**src/rtl/mips_pkg.sv**
```systemverilog
// Shared MIPS definitions: opcodes, funct codes, ALU and PC-select encodings, control bundle.
// Consumers may be built with REGFILE_BYPASS_EN to enable register-file write-through.
package mips_pkg;

   localparam logic [5:0] OP_RTYPE = 6'h00;
   localparam logic [5:0] OP_J     = 6'h02;
   localparam logic [5:0] OP_JAL   = 6'h03;
   localparam logic [5:0] OP_BEQ   = 6'h04;
   localparam logic [5:0] OP_BNE   = 6'h05;
   localparam logic [5:0] OP_ADDI  = 6'h08;
   localparam logic [5:0] OP_SLTI  = 6'h0A;
   localparam logic [5:0] OP_ANDI  = 6'h0C;
   localparam logic [5:0] OP_ORI   = 6'h0D;
   localparam logic [5:0] OP_LUI   = 6'h0F;
   localparam logic [5:0] OP_LW    = 6'h23;
   localparam logic [5:0] OP_SW    = 6'h2B;

   localparam logic [5:0] FN_SLL = 6'h00;
   localparam logic [5:0] FN_SRL = 6'h02;
   localparam logic [5:0] FN_JR  = 6'h08;
   localparam logic [5:0] FN_ADD = 6'h20;
   localparam logic [5:0] FN_SUB = 6'h22;
   localparam logic [5:0] FN_AND = 6'h24;
   localparam logic [5:0] FN_OR  = 6'h25;
   localparam logic [5:0] FN_SLT = 6'h2A;

   typedef enum logic [3:0] {
      ALU_ADD = 4'd0, ALU_SUB = 4'd1, ALU_AND = 4'd2, ALU_OR = 4'd3, ALU_SLT = 4'd4,
      ALU_SLL = 4'd5, ALU_SRL = 4'd6, ALU_LUI = 4'd7, ALU_PASSA = 4'd8
   } alu_op_e;

   typedef enum logic [1:0] {
      PC_SEQ = 2'd0, PC_BRANCH = 2'd1, PC_JUMP = 2'd2, PC_JR = 2'd3
   } pc_src_e;

   typedef enum logic [1:0] {IMM_SEXT = 2'd0, IMM_ZEXT = 2'd1, IMM_LUI = 2'd2} imm_sel_e;
   typedef enum logic [1:0] {DEST_NONE = 2'd0, DEST_RT = 2'd1, DEST_RD = 2'd2, DEST_RA = 2'd3} dest_sel_e;

   typedef struct packed {
      logic      valid;
      logic      reg_write;
      logic      mem_read;
      logic      mem_write;
      logic      mem_to_reg;
      logic      alu_src;
      alu_op_e   alu_op;
      imm_sel_e  imm_sel;
      dest_sel_e dest_sel;
      logic      uses_rs;
      logic      uses_rt;
      logic      is_beq;
      logic      is_bne;
      logic      is_j;
      logic      is_jal;
      logic      is_jr;
   } ctrl_t;

   typedef struct packed {
      logic        valid;
      logic [31:0] pc4;
      logic [31:0] rs_data;
      logic [31:0] rt_data;
      logic [31:0] imm;
      logic [4:0]  rs;
      logic [4:0]  rt;
      logic [4:0]  dest;
      logic [4:0]  shamt;
      logic        reg_write;
      logic        mem_read;
      logic        mem_write;
      logic        mem_to_reg;
      logic        alu_src;
      logic [3:0]  alu_op;
   } id_ex_t;

endpackage

```
**src/rtl/mips_regfile.sv**
```systemverilog
// 32x32 register file, two combinational read ports, one write port, $0 hardwired to zero.
// REGFILE_BYPASS_EN makes a same-cycle write visible on the read ports.
module mips_regfile (
   input  logic        clk,
   input  logic        rst,
   input  logic [4:0]  ra_a,
   input  logic [4:0]  ra_b,
   input  logic        we,
   input  logic [4:0]  wa,
   input  logic [31:0] wd,
   output logic [31:0] rd_a,
   output logic [31:0] rd_b
);

   logic [31:0] regs_q [32];
   logic [31:0] regs_d [32];

   // next-state of the array: one register updated per write
   always_comb begin
      regs_d = regs_q;
      if (we && (wa != 5'd0)) begin
         regs_d[wa] = wd;
      end else begin
         regs_d = regs_q;
      end
   end

   // storage, cleared asynchronously
   always_ff @(posedge clk or posedge rst) begin
      if (rst) begin
         for (int i = 0; i < 32; i++) begin
            regs_q[i] <= 32'd0;
         end
      end else begin
         regs_q <= regs_d;
      end
   end

   // read port A (wa != 0 is implied by ra_a != 0)
   always_comb begin
      if (ra_a == 5'd0) begin
         rd_a = 32'd0;
`ifdef REGFILE_BYPASS_EN
      end else if (we && (ra_a == wa)) begin
         rd_a = wd;
`endif
      end else begin
         rd_a = regs_q[ra_a];
      end
   end

   // read port B
   always_comb begin
      if (ra_b == 5'd0) begin
         rd_b = 32'd0;
`ifdef REGFILE_BYPASS_EN
      end else if (we && (ra_b == wa)) begin
         rd_b = wd;
`endif
      end else begin
         rd_b = regs_q[ra_b];
      end
   end

endmodule

```
**src/rtl/id_stage.sv**
```systemverilog
// MIPS decode stage: control decode, immediates, branch/jump resolution, hazard stall, ID/EX register.
// Without REGFILE_BYPASS_EN a same-cycle WB write to a used source costs one stall cycle.
module id_stage
   import mips_pkg::*;
(
   input  logic        clk,
   input  logic        rst,
   input  logic [31:0] if_id_instr,
   input  logic [31:0] if_id_pc4,
   input  logic        if_id_valid,
   input  logic        wb_we,
   input  logic [4:0]  wb_rd,
   input  logic [31:0] wb_data,
   input  logic        ex_reg_write,
   input  logic        ex_mem_read,
   input  logic [4:0]  ex_dest,
   input  logic        mem_mem_read,
   input  logic [4:0]  mem_dest,
   output logic        stall,
   output logic        flush_if,
   output logic [1:0]  pc_src,
   output logic [31:0] pc_target,
   output logic        id_ex_valid,
   output logic [31:0] id_ex_pc4,
   output logic [31:0] id_ex_rs_data,
   output logic [31:0] id_ex_rt_data,
   output logic [31:0] id_ex_imm,
   output logic [4:0]  id_ex_rs,
   output logic [4:0]  id_ex_rt,
   output logic [4:0]  id_ex_dest,
   output logic [4:0]  id_ex_shamt,
   output logic        id_ex_reg_write,
   output logic        id_ex_mem_read,
   output logic        id_ex_mem_write,
   output logic        id_ex_mem_to_reg,
   output logic        id_ex_alu_src,
   output logic [3:0]  id_ex_alu_op
);

   logic [5:0]  opcode_s, funct_s;
   logic [4:0]  rs_s, rt_s, rd_s, dest_s;
   logic [15:0] imm16_s;
   logic [31:0] imm_s, rs_data_s, rt_data_s, br_target_s, j_target_s;
   ctrl_t       ctrl_s;
   logic        load_use_s, br_hazard_s, wb_hazard_s, stall_s;
   pc_src_e     pc_src_s;
   logic [31:0] pc_target_s;
   id_ex_t      id_ex_d, id_ex_q;

   assign opcode_s = if_id_instr[31:26];
   assign rs_s     = if_id_instr[25:21];
   assign rt_s     = if_id_instr[20:16];
   assign rd_s     = if_id_instr[15:11];
   assign funct_s  = if_id_instr[5:0];
   assign imm16_s  = if_id_instr[15:0];

   function automatic logic src_hit(input logic [4:0] dst, input ctrl_t c,
                                    input logic [4:0] rs, input logic [4:0] rt);
      return (dst != 5'd0) && ((c.uses_rs && (dst == rs)) || (c.uses_rt && (dst == rt)));
   endfunction

   mips_regfile u_regfile (
      .clk(clk), .rst(rst), .ra_a(rs_s), .ra_b(rt_s),
      .we(wb_we), .wa(wb_rd), .wd(wb_data), .rd_a(rs_data_s), .rd_b(rt_data_s)
   );

   // control decode; anything unrecognised collapses to a bubble
   always_comb begin
      ctrl_s = '0;
      case (opcode_s)
         OP_RTYPE: begin
            ctrl_s.valid = 1'b1; ctrl_s.reg_write = 1'b1; ctrl_s.dest_sel = DEST_RD;
            ctrl_s.uses_rs = 1'b1; ctrl_s.uses_rt = 1'b1;
            case (funct_s)
               FN_ADD:  ctrl_s.alu_op = ALU_ADD;
               FN_SUB:  ctrl_s.alu_op = ALU_SUB;
               FN_AND:  ctrl_s.alu_op = ALU_AND;
               FN_OR:   ctrl_s.alu_op = ALU_OR;
               FN_SLT:  ctrl_s.alu_op = ALU_SLT;
               FN_SLL:  begin ctrl_s.alu_op = ALU_SLL; ctrl_s.uses_rs = 1'b0; end
               FN_SRL:  begin ctrl_s.alu_op = ALU_SRL; ctrl_s.uses_rs = 1'b0; end
               FN_JR:   begin
                  ctrl_s.reg_write = 1'b0; ctrl_s.dest_sel = DEST_NONE;
                  ctrl_s.uses_rt = 1'b0; ctrl_s.is_jr = 1'b1;
               end
               default: ctrl_s = '0;
            endcase
         end
         OP_ADDI, OP_SLTI, OP_ANDI, OP_ORI, OP_LUI, OP_LW: begin
            ctrl_s.valid = 1'b1; ctrl_s.reg_write = 1'b1; ctrl_s.alu_src = 1'b1;
            ctrl_s.uses_rs = 1'b1; ctrl_s.dest_sel = DEST_RT;
            case (opcode_s)
               OP_ADDI: ctrl_s.alu_op = ALU_ADD;
               OP_SLTI: ctrl_s.alu_op = ALU_SLT;
               OP_ANDI: begin ctrl_s.alu_op = ALU_AND; ctrl_s.imm_sel = IMM_ZEXT; end
               OP_ORI:  begin ctrl_s.alu_op = ALU_OR;  ctrl_s.imm_sel = IMM_ZEXT; end
               OP_LUI:  begin
                  ctrl_s.alu_op = ALU_LUI; ctrl_s.imm_sel = IMM_LUI; ctrl_s.uses_rs = 1'b0;
               end
               OP_LW:   begin
                  ctrl_s.alu_op = ALU_ADD; ctrl_s.mem_read = 1'b1; ctrl_s.mem_to_reg = 1'b1;
               end
               default: ctrl_s = '0;
            endcase
         end
         OP_SW: begin
            ctrl_s.valid = 1'b1; ctrl_s.alu_src = 1'b1; ctrl_s.mem_write = 1'b1;
            ctrl_s.uses_rs = 1'b1; ctrl_s.uses_rt = 1'b1; ctrl_s.alu_op = ALU_ADD;
         end
         OP_BEQ, OP_BNE: begin
            ctrl_s.valid = 1'b1; ctrl_s.uses_rs = 1'b1; ctrl_s.uses_rt = 1'b1;
            ctrl_s.alu_op = ALU_SUB;
            ctrl_s.is_beq = (opcode_s == OP_BEQ);
            ctrl_s.is_bne = (opcode_s == OP_BNE);
         end
         OP_J:    begin ctrl_s.valid = 1'b1; ctrl_s.is_j = 1'b1; end
         OP_JAL:  begin
            ctrl_s.valid = 1'b1; ctrl_s.is_jal = 1'b1; ctrl_s.reg_write = 1'b1;
            ctrl_s.alu_op = ALU_PASSA; ctrl_s.dest_sel = DEST_RA;
         end
         default: ctrl_s = '0;
      endcase
      if (!if_id_valid) begin
         ctrl_s = '0;
      end else begin
         ctrl_s = ctrl_s;
      end
   end

   // immediate extension and destination select
   always_comb begin
      case (ctrl_s.imm_sel)
         IMM_ZEXT: imm_s = {16'd0, imm16_s};
         IMM_LUI:  imm_s = {imm16_s, 16'd0};
         default:  imm_s = {{16{imm16_s[15]}}, imm16_s};
      endcase
      case (ctrl_s.dest_sel)
         DEST_RT: dest_s = rt_s;
         DEST_RD: dest_s = rd_s;
         DEST_RA: dest_s = 5'd31;
         default: dest_s = 5'd0;
      endcase
   end

   assign load_use_s  = ex_mem_read && src_hit(ex_dest, ctrl_s, rs_s, rt_s);
   assign br_hazard_s = (ctrl_s.is_beq || ctrl_s.is_bne || ctrl_s.is_jr) &&
                        ((ex_reg_write && src_hit(ex_dest, ctrl_s, rs_s, rt_s)) ||
                         (mem_mem_read && src_hit(mem_dest, ctrl_s, rs_s, rt_s)));
`ifdef REGFILE_BYPASS_EN
   assign wb_hazard_s = 1'b0;
`else
   assign wb_hazard_s = wb_we && src_hit(wb_rd, ctrl_s, rs_s, rt_s);
`endif
   assign stall_s = ctrl_s.valid && (load_use_s || br_hazard_s || wb_hazard_s);

   assign br_target_s = if_id_pc4 + {{14{imm16_s[15]}}, imm16_s, 2'b00};
   assign j_target_s  = {if_id_pc4[31:28], if_id_instr[25:0], 2'b00};

   // redirect selection, suppressed while stalled
   always_comb begin
      pc_src_s    = PC_SEQ;
      pc_target_s = if_id_pc4;
      if (!stall_s) begin
         if ((ctrl_s.is_beq && (rs_data_s == rt_data_s)) ||
             (ctrl_s.is_bne && (rs_data_s != rt_data_s))) begin
            pc_src_s = PC_BRANCH; pc_target_s = br_target_s;
         end else if (ctrl_s.is_j || ctrl_s.is_jal) begin
            pc_src_s = PC_JUMP; pc_target_s = j_target_s;
         end else if (ctrl_s.is_jr) begin
            pc_src_s = PC_JR; pc_target_s = rs_data_s;
         end else begin
            pc_src_s = PC_SEQ;
         end
      end else begin
         pc_src_s = PC_SEQ;
      end
   end

   assign stall     = stall_s;
   assign pc_src    = pc_src_s;
   assign pc_target = pc_target_s;
   assign flush_if  = (pc_src_s != PC_SEQ);

   // ID/EX next value; a stall or an undecodable slot issues a bubble
   always_comb begin
      id_ex_d = '0;
      if (ctrl_s.valid && !stall_s) begin
         id_ex_d.valid      = 1'b1;
         id_ex_d.pc4        = if_id_pc4;
         id_ex_d.rs_data    = ctrl_s.is_jal ? if_id_pc4 : rs_data_s;
         id_ex_d.rt_data    = rt_data_s;
         id_ex_d.imm        = imm_s;
         id_ex_d.rs         = rs_s;
         id_ex_d.rt         = rt_s;
         id_ex_d.dest       = dest_s;
         id_ex_d.shamt      = if_id_instr[10:6];
         id_ex_d.reg_write  = ctrl_s.reg_write;
         id_ex_d.mem_read   = ctrl_s.mem_read;
         id_ex_d.mem_write  = ctrl_s.mem_write;
         id_ex_d.mem_to_reg = ctrl_s.mem_to_reg;
         id_ex_d.alu_src    = ctrl_s.alu_src;
         id_ex_d.alu_op     = ctrl_s.alu_op;
      end else begin
         id_ex_d = '0;
      end
   end

   // ID/EX pipeline register
   always_ff @(posedge clk or posedge rst) begin
      if (rst) begin
         id_ex_q <= '0;
      end else begin
         id_ex_q <= id_ex_d;
      end
   end

   assign id_ex_valid      = id_ex_q.valid;
   assign id_ex_pc4        = id_ex_q.pc4;
   assign id_ex_rs_data    = id_ex_q.rs_data;
   assign id_ex_rt_data    = id_ex_q.rt_data;
   assign id_ex_imm        = id_ex_q.imm;
   assign id_ex_rs         = id_ex_q.rs;
   assign id_ex_rt         = id_ex_q.rt;
   assign id_ex_dest       = id_ex_q.dest;
   assign id_ex_shamt      = id_ex_q.shamt;
   assign id_ex_reg_write  = id_ex_q.reg_write;
   assign id_ex_mem_read   = id_ex_q.mem_read;
   assign id_ex_mem_write  = id_ex_q.mem_write;
   assign id_ex_mem_to_reg = id_ex_q.mem_to_reg;
   assign id_ex_alu_src    = id_ex_q.alu_src;
   assign id_ex_alu_op     = id_ex_q.alu_op;

endmodule

```
**config.mk**
```make
export PLATFORM = sky130hd
export DESIGN_NAME = id_stage
export DESIGN_NICKNAME = d
export VERILOG_FILES = /design/src/rtl/mips_pkg.sv /design/src/rtl/mips_regfile.sv /design/src/rtl/id_stage.sv
export SDC_FILE = /design/constraint.sdc
export NUM_CORES = 2
export LEC_CHECK = 0
export ABC_AREA = 0
export ABC_CLOCK_PERIOD_IN_PS = 39400
export BUFFER_PORTS_ARGS = -buffer_cell sky130_fd_sc_hd__buf_2
export CORE_AREA = 3 3 379 381
export CTS_CLUSTER_SIZE = 20
export DETAILED_ROUTE_END_ITERATION = 7
export DIE_AREA = 0 0 382 384
export PLACE_DENSITY = 0.67
export SLEW_MARGIN = 10
export SYNTH_ARGS = -nofsm -noshare
export SYNTH_HDL_FRONTEND = slang
export SYNTH_SLANG_ARGS = --single-unit
export TNS_END_PERCENT = 30
```
**constraint.sdc**
```tcl
create_clock -name clk -period 39.4 [get_ports clk]
set_input_delay 3.94 -clock clk [delete_from_list [all_inputs] [get_ports clk]]
set_output_delay 3.94 -clock clk [all_outputs]
set_load 0.05 [all_outputs]
```
==> flow_metrics.env <==
export IMPL_insertion_delay_ns=0.74
export IMPL_synth_edf_count=0
export IMPL_grt_overflow_total=0
export IMPL_synth_ff_type="dfrtp_1"
export IMPL_syn_cell_area_mm2=0.0631
export IMPL_power_leakage_uw=0.0309
export IMPL_dp_hpwl_mm=125
export IMPL_multi_input_area_mm2=0.0314
export IMPL_synth_warnings=0
export IMPL_tns_ns=0
export IMPL_syn_nets=4610
export IMPL_start_util_pct=44.8
export IMPL_io_pin_count=312
export IMPL_min_period_over_period_pct=37.9
export IMPL_n_fill_cell=12000
export IMPL_drt_wl_total_mm=209
export IMPL_crit_type="in -> out"
export IMPL_grt_pass1_wl_mm=304
export IMPL_die_h_um=384
export IMPL_status="completed"
export IMPL_num_vias=43100
export IMPL_power_density_mw_per_mm2=49.7
export IMPL_setup_viol=0
export IMPL_startpoint_type="primary input"
export IMPL_ir_drop_mv=0.0368
export IMPL_final_hold_violation_count=0
export IMPL_fmax_mhz=67.0
export IMPL_fin_area_mm2=0.0700
export IMPL_drc=0
export IMPL_dr_first_iter_drc_count=4591
export IMPL_cts_sinks=1181
export IMPL_ant_nets=0
export IMPL_gp_congestion=0.961
export IMPL_tightest_slew_ns=1.17
export IMPL_first_pass_iters=6
export IMPL_seq_area_mm2=0.0296
export IMPL_post_cts_setup_buffers=0
export IMPL_root_buffer="clkbuf_16"
export IMPL_pre_cts_ws_ns=24.44
export IMPL_ys_ff_latch=1181
export IMPL_synthDistinctLibCells=77
export IMPL_grt_pass1_vias=43100
export IMPL_drive_above_1_share_pct=46.7
export IMPL_async_flop_share_pct=100
export IMPL_cts_resized_gates=0
export IMPL_antenna_found_initial=22
export IMPL_wl_per_cell_um=32.1
export IMPL_grt_max_degree=174
export IMPL_cp_required_ns=35.46
export IMPL_synth_top_area_cell="dfrtp_1"
export IMPL_ys_seq_area_share_pct=46.8
export IMPL_clk_pin_slew_ns=0.06
export IMPL_clockBufferDepth=3
export IMPL_cts_inserted_buffers=120
export IMPL_placed_area_mm2=0.0658
export IMPL_syn_area_per_cell_um2=14.1
export IMPL_final_util_pct=49.7
export IMPL_coreArea_mm2=0.141
export IMPL_ctsHoldBuffers=0
export IMPL_grtUsageTotal_pct=28.2
export IMPL_die_area_mm2=0.147
export IMPL_die_w_um=382
export IMPL_synth_top_area_share_pct=46.8
export IMPL_finalClockSkew_ns=0.0355
export IMPL_slew_headroom_pct=21.6
export IMPL_finalWorstSetupSlack_ns=24.48
export IMPL_synthCells=4460
export IMPL_rows=138
export IMPL_numPortBuffers=311
export IMPL_h_tree_depth=3
export IMPL_critPathArrivalTime_ns=10.98
export IMPL_end_kind="primary output"
export IMPL_routed_via_density=6.61
export IMPL_period_needed_ns=14.92
export IMPL_crit_fanout=49
export IMPL_rsz0062_at_grt="no"
export IMPL_drv_cap=0
export IMPL_syn2layout_area_growth_pct=10.9
export IMPL_nets=4664
export IMPL_tritoncts="done"
export IMPL_slew_violations=0
export IMPL_hp_class="reg -> reg"
export IMPL_synthTopCellsByArea="dfrtp_1 (47%), mux4_2 (18%), mux2_2 (18%)"
layer usage:
| metal | GRT usage (%) | routed length, µm | vias up |
|---|---|---|---|
| met1 | 36.1 | 79100 | 22800 |
| met2 | 44.0 | 95200 | 2428 |
| li1 | - | - | 17200 |
| met4 | 15.8 | 14000 | 8 |
| met5 | 0 | 52 | - |
| met3 | 6.91 | 20900 | 618 |
layout make-up:
type,count,area share (%)
Timing Repair Buffer,403,3.38
Sequential cell,1181,42.2
Clock buffer,174,4.99
Clock inverter,52,0.916
Tap cell,1890,3.38
Multi-Input combinational cell,2784,44.9
Antenna cell,11,0.0393
Inverter,24,0.140
layout by cell type (no fill, tap or decap), types with 30 or more instances in the layout:
master | synthesis | routed
o21ai_1 | 46 | 46
xor2_1 | 50 | 50
xnor2_1 | 30 | 30
nand2_1 | 80 | 65
dfrtp_1 | 1181 | 1181
o22ai_1 | 62 | 62
a211oi_1 | 66 | 66
buf_4 | 28 | 89
ha_1 | 31 | 31
o21ai_0 | 62 | 62
buf_2 | 71 | 303
a21oi_1 | 78 | 78
a22o_1 | 43 | 43
and2_1 | 63 | 62
mux2_2 | 992 | 992
mux4_2 | 497 | 497
clkinv_2 | 0 | 31
clkbuf_16 | 0 | 122
mux2i_1 | 165 | 164
nor2_1 | 179 | 164
kinds of logic (layout without fill, tap and decap cells):
family                     Yosys count  count (layout)  share of synthesized area, %
muxes                             1655            1655                          38.1
DFF                               1181            1181                          46.8
AOI/OAI and AO/OA                  521             521                          5.68
and+or+nand+nor                    496             496                          3.94
buffers and inverters              495             653                          3.68
xor gates and xnor gates            80              80                          1.11
adders and majority gates           32              32                         0.647
other                                0              11                             0
synth_stat cells (all sizes together) (30+ instances only):
cell / n
a22o: 43
a211oi: 66
a21oi: 78
mux2: 993
o22ai: 62
xnor2: 30
dfrtp: 1181
ha: 31
xor2: 50
nor2: 180
nand2: 81
mux4: 497
and2: 63
mux2i: 165
buf: 198
clkbuf: 273
o21ai: 108
final timing paths:
path                                    endpoint  slack, ns  depth (start not counted)                  start
max in group asynchronous  u_regfile.regs_q[824]      32.74                          5                    rst
hold reg to reg            u_regfile.regs_q[993]       0.40                          0  u_regfile.regs_q[993]
setup reg to reg               id_ex_rs_data[30]      36.55                          6  u_regfile.regs_q[286]
min in group asynchronous          id_ex_pc4[27]       3.36                          2                    rst
setup / recovery                   pc_target[15]      24.48                         15        if_id_instr[21]
hold / removal             u_regfile.regs_q[993]       0.40                          0  u_regfile.regs_q[993]
state kept, by name (all words and copies together), names as in the netlist:
signal / flops
id_ex_rt: 5
id_ex_valid: 1
id_ex_alu_op: 4
id_ex_dest: 5
id_ex_rs: 5
id_ex_rt_data: 32
id_ex_mem_read: 1
id_ex_shamt: 5
u_regfile.regs_q: 1024
id_ex_reg_write: 1
id_ex_imm: 32
id_ex_mem_write: 1
id_ex_pc4: 32
id_ex_alu_src: 1
id_ex_rs_data: 32
report_power, final:
| group | internal [µW] | switching, µW |
|---|---|---|
| clock | 704 | 499 |
| combinational | 387 | 321 |
| sequential | 1420 | 151 |
critical path: stages:
cell and delay, ns:
buf_8 0.39, buf_4 0.78, buf_4 0.67, nand3b_2 1.01
o22ai_1 0.46, a211oi_1 0.08, o21ai_1 0.39, xor2_1 0.40
nor4_1 0.54, nand4_1 0.18, nor2_2 0.28, mux2i_2 0.90
mux2i_1 0.22, o21ai_1 0.28, buf_2 0.31
through the flow:
| stage | hold WS (ns) | total power [µW] | std cells |
|---|---|---|---|
| after floorplan | 0.441 | 2080 | 4460 |
| final | 0.397 | 3480 | 6519 |
| after global placement | 0.376 | 2250 | 6282 |
| after detailed placement | 0.383 | 2280 | 6282 |
| after CTS | 0.397 | 3480 | 6508 |
| after global routing | 0.410 | 3610 | 6512 |
Power figures use the tool's default switching activity.
